**config.mk**
```make
export PLATFORM = sky130hd
export DESIGN_NAME = dcache_fill_ctrl
export DESIGN_NICKNAME = d
export VERILOG_FILES = /design/src/rtl/dcache_fill_ctrl.sv
export SDC_FILE = /design/constraint.sdc
export NUM_CORES = 1
export LEC_CHECK = 0
export ABC_AREA = 1
export CORE_MARGIN = 2
export CORE_UTILIZATION = 39
export DETAILED_ROUTE_END_ITERATION = 16
export PLACE_DENSITY_LB_ADDON = 0.25
export SLEW_MARGIN = 0
export SYNTH_ARGS = -nofsm -noshare
export SYNTH_HDL_FRONTEND = slang
export SYNTH_SLANG_ARGS = --single-unit
```
**constraint.sdc**
```tcl
create_clock -name clk -period 1.6 [get_ports clk]
set_clock_uncertainty 0.05 [all_clocks]
set_input_delay 0.24 -clock clk [delete_from_list [all_inputs] [get_ports clk]]
set_output_delay 0.24 -clock clk [all_outputs]
set_load 0.02 [all_outputs]
```
**src/rtl/dcache_fill_ctrl.sv**
```systemverilog
// ---------------------------------------------------------------------------------------------
// dcache_fill_ctrl
//
// Miss sequencer placed below a dcache line. On fill_req it optionally writes the old dirty
// line back to memory one word at a time, refills the line word by word, then commits the new
// tag for one cycle.
//
// Ports:
//   clk, reset_n                  clock (rising edge), asynchronous active-low reset
//   fill_req, fill_addr           start pulse (IDLE only) and new line base address
//   wb_addr, wb_dirty, req_dirty  old line base, writeback needed, dirty bit to commit
//   busy, fill_done, fill_error   status: not idle, end-of-commit pulse, sticky abort flag
//   wb_rd_addr, wb_rd_data        word index into the old line and its read data
//   flush_mode, flush_write,
//   flush_addr, flush_dirty,
//   line_in, line_in_valid        write-side controls into the cache line
//   mem_addr, mem_wdata,
//   mem_wrreq, mem_rdreq,
//   mem_rdata, mem_ack            single-word req/ack memory port
//
// Build option:
//   DCACHE_FILL_TIMEOUT_EN  adds a TIMEOUTBITS ack watchdog that aborts the sequence and sets
//                           fill_error; without it fill_error is tied low.
// ---------------------------------------------------------------------------------------------
module dcache_fill_ctrl #(
    parameter int unsigned DATABITS      = 32,
    parameter int unsigned ADDRBITS      = 32,
    parameter int unsigned CACHEADDRBITS = 5,
    parameter int unsigned LSBITS        = 2,
    parameter int unsigned CACHESIZE     = 2 ** CACHEADDRBITS,
    parameter int unsigned TIMEOUTBITS   = 10
) (
    input  logic                     clk,
    input  logic                     reset_n,
    input  logic                     fill_req,
    input  logic [ADDRBITS-1:0]      fill_addr,
    input  logic [ADDRBITS-1:0]      wb_addr,
    input  logic                     wb_dirty,
    input  logic                     req_dirty,
    output logic                     busy,
    output logic                     fill_done,
    output logic                     fill_error,
    output logic [CACHEADDRBITS-1:0] wb_rd_addr,
    input  logic [DATABITS-1:0]      wb_rd_data,
    output logic                     flush_mode,
    output logic                     flush_write,
    output logic [CACHEADDRBITS-1:0] flush_addr,
    output logic                     flush_dirty,
    output logic [DATABITS-1:0]      line_in,
    output logic                     line_in_valid,
    output logic [ADDRBITS-1:0]      mem_addr,
    output logic [DATABITS-1:0]      mem_wdata,
    output logic                     mem_wrreq,
    output logic                     mem_rdreq,
    input  logic [DATABITS-1:0]      mem_rdata,
    input  logic                     mem_ack
);

    localparam int unsigned TagBits = ADDRBITS - CACHEADDRBITS - LSBITS;
    localparam logic [CACHEADDRBITS-1:0] LastIdx = CACHEADDRBITS'(CACHESIZE - 1);

    typedef enum logic [2:0] {StIdle, StWbRd, StWbWr, StFill, StCommit} state_e;

    state_e                   state_q, state_d;
    logic [CACHEADDRBITS-1:0] cnt_q, cnt_d;
    logic [TagBits-1:0]       fill_base_q, fill_base_d;
    logic [TagBits-1:0]       wb_base_q, wb_base_d;
    logic                     req_dirty_q, req_dirty_d;
    logic [DATABITS-1:0]      wdata_q, wdata_d;
    logic [DATABITS-1:0]      rdata_q, rdata_d;
    // High for the single line-write cycle that follows each read ack.
    logic                     pulse_q, pulse_d;

    logic req_active;
    logic timeout_hit;
    logic ack_ok;

    // Index/offset bits of the incoming bases are deliberately ignored.
    logic unused_addr_bits;
    assign unused_addr_bits = ^{fill_addr[CACHEADDRBITS+LSBITS-1:0],
                                wb_addr[CACHEADDRBITS+LSBITS-1:0]};

    // A memory request is outstanding in WB_WR and in FILL outside the line-write cycle.
    assign req_active = (state_q == StWbWr) || ((state_q == StFill) && !pulse_q);

`ifdef DCACHE_FILL_TIMEOUT_EN
    logic [TIMEOUTBITS-1:0] wd_q, wd_d;
    logic                   error_q, error_d;

    assign timeout_hit = req_active && (wd_q == {TIMEOUTBITS{1'b1}});
    assign wd_d        = (req_active && !mem_ack && !timeout_hit) ? wd_q + 1'b1 : '0;
    assign fill_error  = error_q;

    always_ff @(posedge clk or negedge reset_n) begin
        if (!reset_n) begin
            wd_q    <= '0;
            error_q <= 1'b0;
        end else begin
            wd_q    <= wd_d;
            error_q <= error_d;
        end
    end
`else
    localparam int unsigned unused_timeout_bits = TIMEOUTBITS;
    assign timeout_hit = 1'b0;
    assign fill_error  = 1'b0;
`endif

    // The request is withdrawn in the abort cycle, so an ack arriving then is not a completion.
    assign ack_ok = mem_ack && !timeout_hit;

    // State register.
    always_ff @(posedge clk or negedge reset_n) begin
        if (!reset_n) begin
            state_q <= StIdle;
        end else begin
            state_q <= state_d;
        end
    end

    // Datapath registers.
    always_ff @(posedge clk or negedge reset_n) begin
        if (!reset_n) begin
            cnt_q       <= '0;
            fill_base_q <= '0;
            wb_base_q   <= '0;
            req_dirty_q <= 1'b0;
            wdata_q     <= '0;
            rdata_q     <= '0;
            pulse_q     <= 1'b0;
        end else begin
            cnt_q       <= cnt_d;
            fill_base_q <= fill_base_d;
            wb_base_q   <= wb_base_d;
            req_dirty_q <= req_dirty_d;
            wdata_q     <= wdata_d;
            rdata_q     <= rdata_d;
            pulse_q     <= pulse_d;
        end
    end

    // Next-state and datapath next values.
    always_comb begin
        state_d     = state_q;
        cnt_d       = cnt_q;
        fill_base_d = fill_base_q;
        wb_base_d   = wb_base_q;
        req_dirty_d = req_dirty_q;
        wdata_d     = wdata_q;
        rdata_d     = rdata_q;
        pulse_d     = 1'b0;
`ifdef DCACHE_FILL_TIMEOUT_EN
        error_d     = error_q;
`endif
        unique case (state_q)
            StIdle: begin
                if (fill_req) begin
                    fill_base_d = fill_addr[ADDRBITS-1:CACHEADDRBITS+LSBITS];
                    wb_base_d   = wb_addr[ADDRBITS-1:CACHEADDRBITS+LSBITS];
                    req_dirty_d = req_dirty;
                    cnt_d       = '0;
`ifdef DCACHE_FILL_TIMEOUT_EN
                    error_d     = 1'b0;
`endif
                    state_d     = wb_dirty ? StWbRd : StFill;
                end
            end
            StWbRd: begin
                // Capture the old word as WB_WR is entered so mem_wdata is valid immediately.
                wdata_d = wb_rd_data;
                state_d = StWbWr;
            end
            StWbWr: begin
                if (ack_ok) begin
                    if (cnt_q == LastIdx) begin
                        cnt_d   = '0;
                        state_d = StFill;
                    end else begin
                        cnt_d   = cnt_q + 1'b1;
                        state_d = StWbRd;
                    end
                end
            end
            StFill: begin
                if (pulse_q) begin
                    if (cnt_q == LastIdx) begin
                        cnt_d   = '0;
                        state_d = StCommit;
                    end else begin
                        cnt_d = cnt_q + 1'b1;
                    end
                end else if (ack_ok) begin
                    rdata_d = mem_rdata;
                    pulse_d = 1'b1;
                end
            end
            StCommit: begin
                state_d = StIdle;
            end
            default: begin
                state_d = StIdle;
            end
        endcase

        // Watchdog abort: leave the line untouched (no COMMIT) and flag the error.
        if (timeout_hit) begin
            state_d = StIdle;
            cnt_d   = '0;
            pulse_d = 1'b0;
`ifdef DCACHE_FILL_TIMEOUT_EN
            error_d = 1'b1;
`endif
        end
    end

    // Outputs: everything idles at zero so reset drives all buses low.
    always_comb begin
        busy          = 1'b0;
        fill_done     = 1'b0;
        wb_rd_addr    = '0;
        flush_mode    = 1'b0;
        flush_write   = 1'b0;
        flush_addr    = '0;
        flush_dirty   = 1'b0;
        line_in       = '0;
        line_in_valid = 1'b0;
        mem_addr      = '0;
        mem_wdata     = '0;
        mem_wrreq     = 1'b0;
        mem_rdreq     = 1'b0;
        unique case (state_q)
            StIdle: begin
            end
            StWbRd: begin
                busy       = 1'b1;
                wb_rd_addr = cnt_q;
            end
            StWbWr: begin
                busy      = 1'b1;
                mem_wrreq = !timeout_hit;
                mem_addr  = {wb_base_q, cnt_q, {LSBITS{1'b0}}};
                mem_wdata = wdata_q;
            end
            StFill: begin
                busy = 1'b1;
                if (pulse_q) begin
                    line_in       = rdata_q;
                    line_in_valid = 1'b1;
                    flush_write   = 1'b1;
                    flush_addr    = cnt_q;
                end else begin
                    mem_rdreq = !timeout_hit;
                    mem_addr  = {fill_base_q, cnt_q, {LSBITS{1'b0}}};
                end
            end
            StCommit: begin
                busy        = 1'b1;
                fill_done   = 1'b1;
                flush_mode  = 1'b1;
                flush_write = 1'b1;
                flush_dirty = req_dirty_q;
            end
            default: begin
            end
        endcase
    end

endmodule

```
==> reports/summary.log <==
INFO  routing        drtAntennaViolNets=0
INFO  routing        first_iter_violations=359
INFO  sta            finalHoldViolations=0
INFO  synthesis      yosysSeqAreaShare=53.3%
INFO  grt            grt_max_degree=56
INFO  grt            antenna_found_initial=0
INFO  sta            grt_setup_unrepaired=yes
INFO  clock_network  path_clk_slew=0.06ns
INFO  pwr            p_comb_share=55.6%
INFO  synthesis      synth-seq-cells=124
INFO  pwr            cellPowerDensity=1960nW/um^2
INFO  sta            tightest_slew=0.612ns
INFO  worst_setup_path critical_path.reg2reg.endpoint=wb_base_q[24]$_DFFE_PN0P_
INFO  finish         areaGrowthSynthToFinish=89.1%
INFO  sta            finalHoldWorstSlack=0.210ns
INFO  grt            grt.busiest_layer=met2
INFO  worst_setup_path critPathMaxFanout=13
INFO  place          buffer_ports.inserted=231
INFO  routing        drc=0
INFO  pwr            p_sw=0.00879W
INFO  worst_setup_path start_kind=flop
INFO  sta            timing.final.crit_share=128%
INFO  worst_setup_path critical-path-top-cell-by-count=buf_6
INFO  finish         drive_above_1_share=40.8%
INFO  synthesis      netlist_area_pre_place=5830squm
INFO  grt            grt.met3_usage=6.07%
INFO  finish         layout.nets=1178
INFO  worst_setup_path crit_family=buffers and inverters
INFO  routing        routed_via_density=5.04
INFO  synthesis      synth-warning-count=0
INFO  place          detailed_place_hpwl=11.7mm
INFO  worst_setup_path regToRegStartpoint=state_q[1]$_DFFE_PN0P_
INFO  floorplan      die_w=126um
INFO  grt            grt_pass1_wl=28.0mm
INFO  pwr            internal-power=0.0128W
INFO  finish         commonest_non_fill_non_tap_cell_in_the_layout=nand2_1
INFO  outcome        status=finished with violations
INFO  pwr            power.static_leakage=5.22nW
INFO  clock_network  cts_tree=yes
INFO  synthesis      synth.top_cells.by_area=dfrtp_1, nand2_1, nor2_1, nand3_1, a22o_1
INFO  pwr            fraction_of_power_spent_switching_nets=40.8%
INFO  routing        finalWirelength=20.9mm
INFO  worst_setup_path worstPathRequired=1.31ns
INFO  clock_network  clk_root_buffer_cell=clkbuf_16
INFO  place          place.detailed.instances=1158
INFO  worst_setup_path setup.worst_path.end_class=primary output
INFO  grt            overflow=0
INFO  clock_network  clock_sinks=124
INFO  sta            timing.fmax=0.487GHz
INFO  clock_network  clock_tree.buffer_depth=2
INFO  routing        avgRoutedWirePerCell=16.9um
INFO  routing        first_pass_iters=4
INFO  sta            timing_max_transition_violations_final=0
INFO  synthesis      number_of_distinct_standard_cells_referenced_by_the_synthesized_netlist=22
INFO  worst_setup_path critical_path_arrival=1.76ns
INFO  sta            final-setup-viol-count=178
INFO  finish         number_of_antenna_cells_inserted=0
INFO  grt            gr-usage-met1=28.8%
INFO  worst_setup_path slowest_stage=dfrtp_1
INFO  sta            worst_slack=-0.452ns
INFO  pwr            seq_power_share=26.3%
INFO  synthesis      yosysTopAreaCell=dfrtp_1
INFO  floorplan      count_of_boundary_i_o_pins=249
INFO  worst_setup_path crit_path_end=mem_addr[23]
INFO  worst_setup_path worstPathBufferInverterCount=4
INFO  floorplan      rows=44
INFO  outcome        failed_checks=negative setup slack
INFO  worst_setup_path critical_path_class=reg -> out
INFO  grt            global_route.usage.total=21.9%
INFO  sta            fin_crit=2.05ns
INFO  synthesis      synthCells=750
INFO  clock_network  cts.htree.levels=4
INFO  grt            globalRouteMet2Util=35.2%
INFO  worst_setup_path worst-r2r-setup-slack=-0.19ns
INFO  grt            vias_in_the_first_global_route=5545
INFO  synthesis      syn_avg_cell_area=7.77squm
INFO  worst_setup_path timing.critical_path.depth=7
INFO  floorplan      core_area=14600squm
INFO  worst_setup_path r2r_cells=9
INFO  pwr            peakVddDrop=0.000948V
INFO  min_path       worstHoldPathType=in -> async
INFO  finish         nFillCells=1023
INFO  clock_network  clock_insertion_delay_at_the_later_pin_of_the_skew_report=0.41ns
INFO  worst_setup_path cpPeakStageDelay=0.40ns
INFO  floorplan      initial_util=39.9%
INFO  floorplan      die_h=126um
INFO  pwr            clock_power_share=18.1%
INFO  place          routabilityCongestion=0.818
INFO  worst_setup_path launch_point_of_the_critical_path=state_q[0]$_DFFE_PN0P_
INFO  finish         mostFrequentLayoutCells=nand2_1, dfrtp_1, clkdlybuf4s50_1, buf_6, nor2_1
INFO  worst_setup_path cp_cell_sequence=buf_6 -> nor2_4 -> nand2_8 -> inv_8 -> buf_12 -> a22o_1 -> buf_6
INFO  routing        detailroute.via_count=6249
INFO  sta            timing.slew.headroom=59.2%
INFO  finish         final_cells=1239
INFO  run            timing.max_cap.violations=0
INFO  synthesis      synth.top_cell.area_share=53.3%
INFO  clock_network  cts_buffers=17
INFO  floorplan      design.die.area=15900squm
-- metal layers --
layer  routed length [um]  vias to the layer above
li1                     -                     2921
met1                 8560                     3033
met2                10600                      256
met3                 1300                       39
met4                  422                        0
met5                    0                        -
-- Yosys cell counts (all sizes together) --
cell	number
ha	2
nand3	58
a22o	25
inv	55
buf	40
clkbuf	10
conb	1
nor2	130
a21oi	34
nand2	264
nand4	1
dfrtp	124
nor3	2
o21ai	4
-- cell families after synthesis --
| kind of cell | share of synthesized area (%) |
|---|---|
| other | 0.0644 |
| AOI/OAI and AO/OA | 7.02 |
| adders and majority gates | 0.429 |
| and+or+nand+nor | 31.1 |
| DFF | 53.3 |
| buffers and inverters | 8.10 |
-- power by group through the flow --
stage	clock, W	sequential, W	combinational (W)
after floorplan	0	0.00516	0.00470
after global placement	0	0.00542	0.00753
after detailed placement	0	0.00542	0.00770
after CTS	0.00394	0.00540	0.00765
after global routing	0.00411	0.00582	0.0128
final	0.00389	0.00568	0.0120
-- how the worst min path moves through the flow --
stage / start / slack [ns] / end / cells past startpoint
after floorplan: reset_n / -0.11 / cnt_q[0]$_DFFE_PN0P_ / 0
after global placement: reset_n / 0.1 / fill_base_q[1]$_DFFE_PN0P_ / 1
after detailed placement: reset_n / 0.1 / fill_base_q[1]$_DFFE_PN0P_ / 1
after CTS: reset_n / 0.20 / wb_base_q[20]$_DFFE_PN0P_ / 2
after global routing: reset_n / 0.22 / wb_base_q[20]$_DFFE_PN0P_ / 2
final: reset_n / 0.21 / wb_base_q[20]$_DFFE_PN0P_ / 2
-- metrics by stage --
| stage | worst slack (ns) | cell area [sq um] | power, W | util (%) | setup TNS, ns |
|---|---|---|---|---|---|
| 6_report | -0.452 | 11000 | 0.0215 | 75.5 | -46.50 |
| 5_1_grt | -0.532 | 11000 | 0.0227 | 75.5 | -59.80 |
| 4_1_cts | -0.484 | 9010 | 0.0170 | 61.8 | -44.62 |
| 3_5_place_dp | -0.445 | 8530 | 0.0131 | 58.5 | -40.25 |
| 3_3_place_gp | -0.409 | 8530 | 0.0129 | 58.5 | -38.87 |
| 2_1_floorplan | 0.00342 | 5850 | 0.00986 | - | 0 |
-- state kept, by name, indices dropped and copies added (netlist names) --
name and cells:
rdata_q 32, req_dirty_q 1, pulse_q 1, state_q 3, wb_base_q 25, fill_base_q 25, cnt_q 5, wdata_q 32
-- area by class of cell --
| type | count | area, sq um | area share, % |
|---|---|---|---|
| repair buffers | 321 | 3640 | 33.0 |
| multi-input cells | 523 | 3210 | 29.1 |
| inverters | 55 | 231 | 2.10 |
| clock buffers | 18 | 429 | 3.90 |
| clock inverters | 14 | 171 | 1.56 |
| well taps | 184 | 230 | 2.09 |
| flip-flops and latches | 124 | 3110 | 28.2 |
-- repair_timing --
item | CTS | global route
endpoints found under the setup margin | 130 | 223
gates cloned | 1 | 20
setup buffers | 8 | 21
hold buffers | 1 | 0
pin swaps | 4 | 38
resized for setup | 468 | 459
endpoints found under the hold margin | 39 | 0
Power figures use the tool's default switching activity.
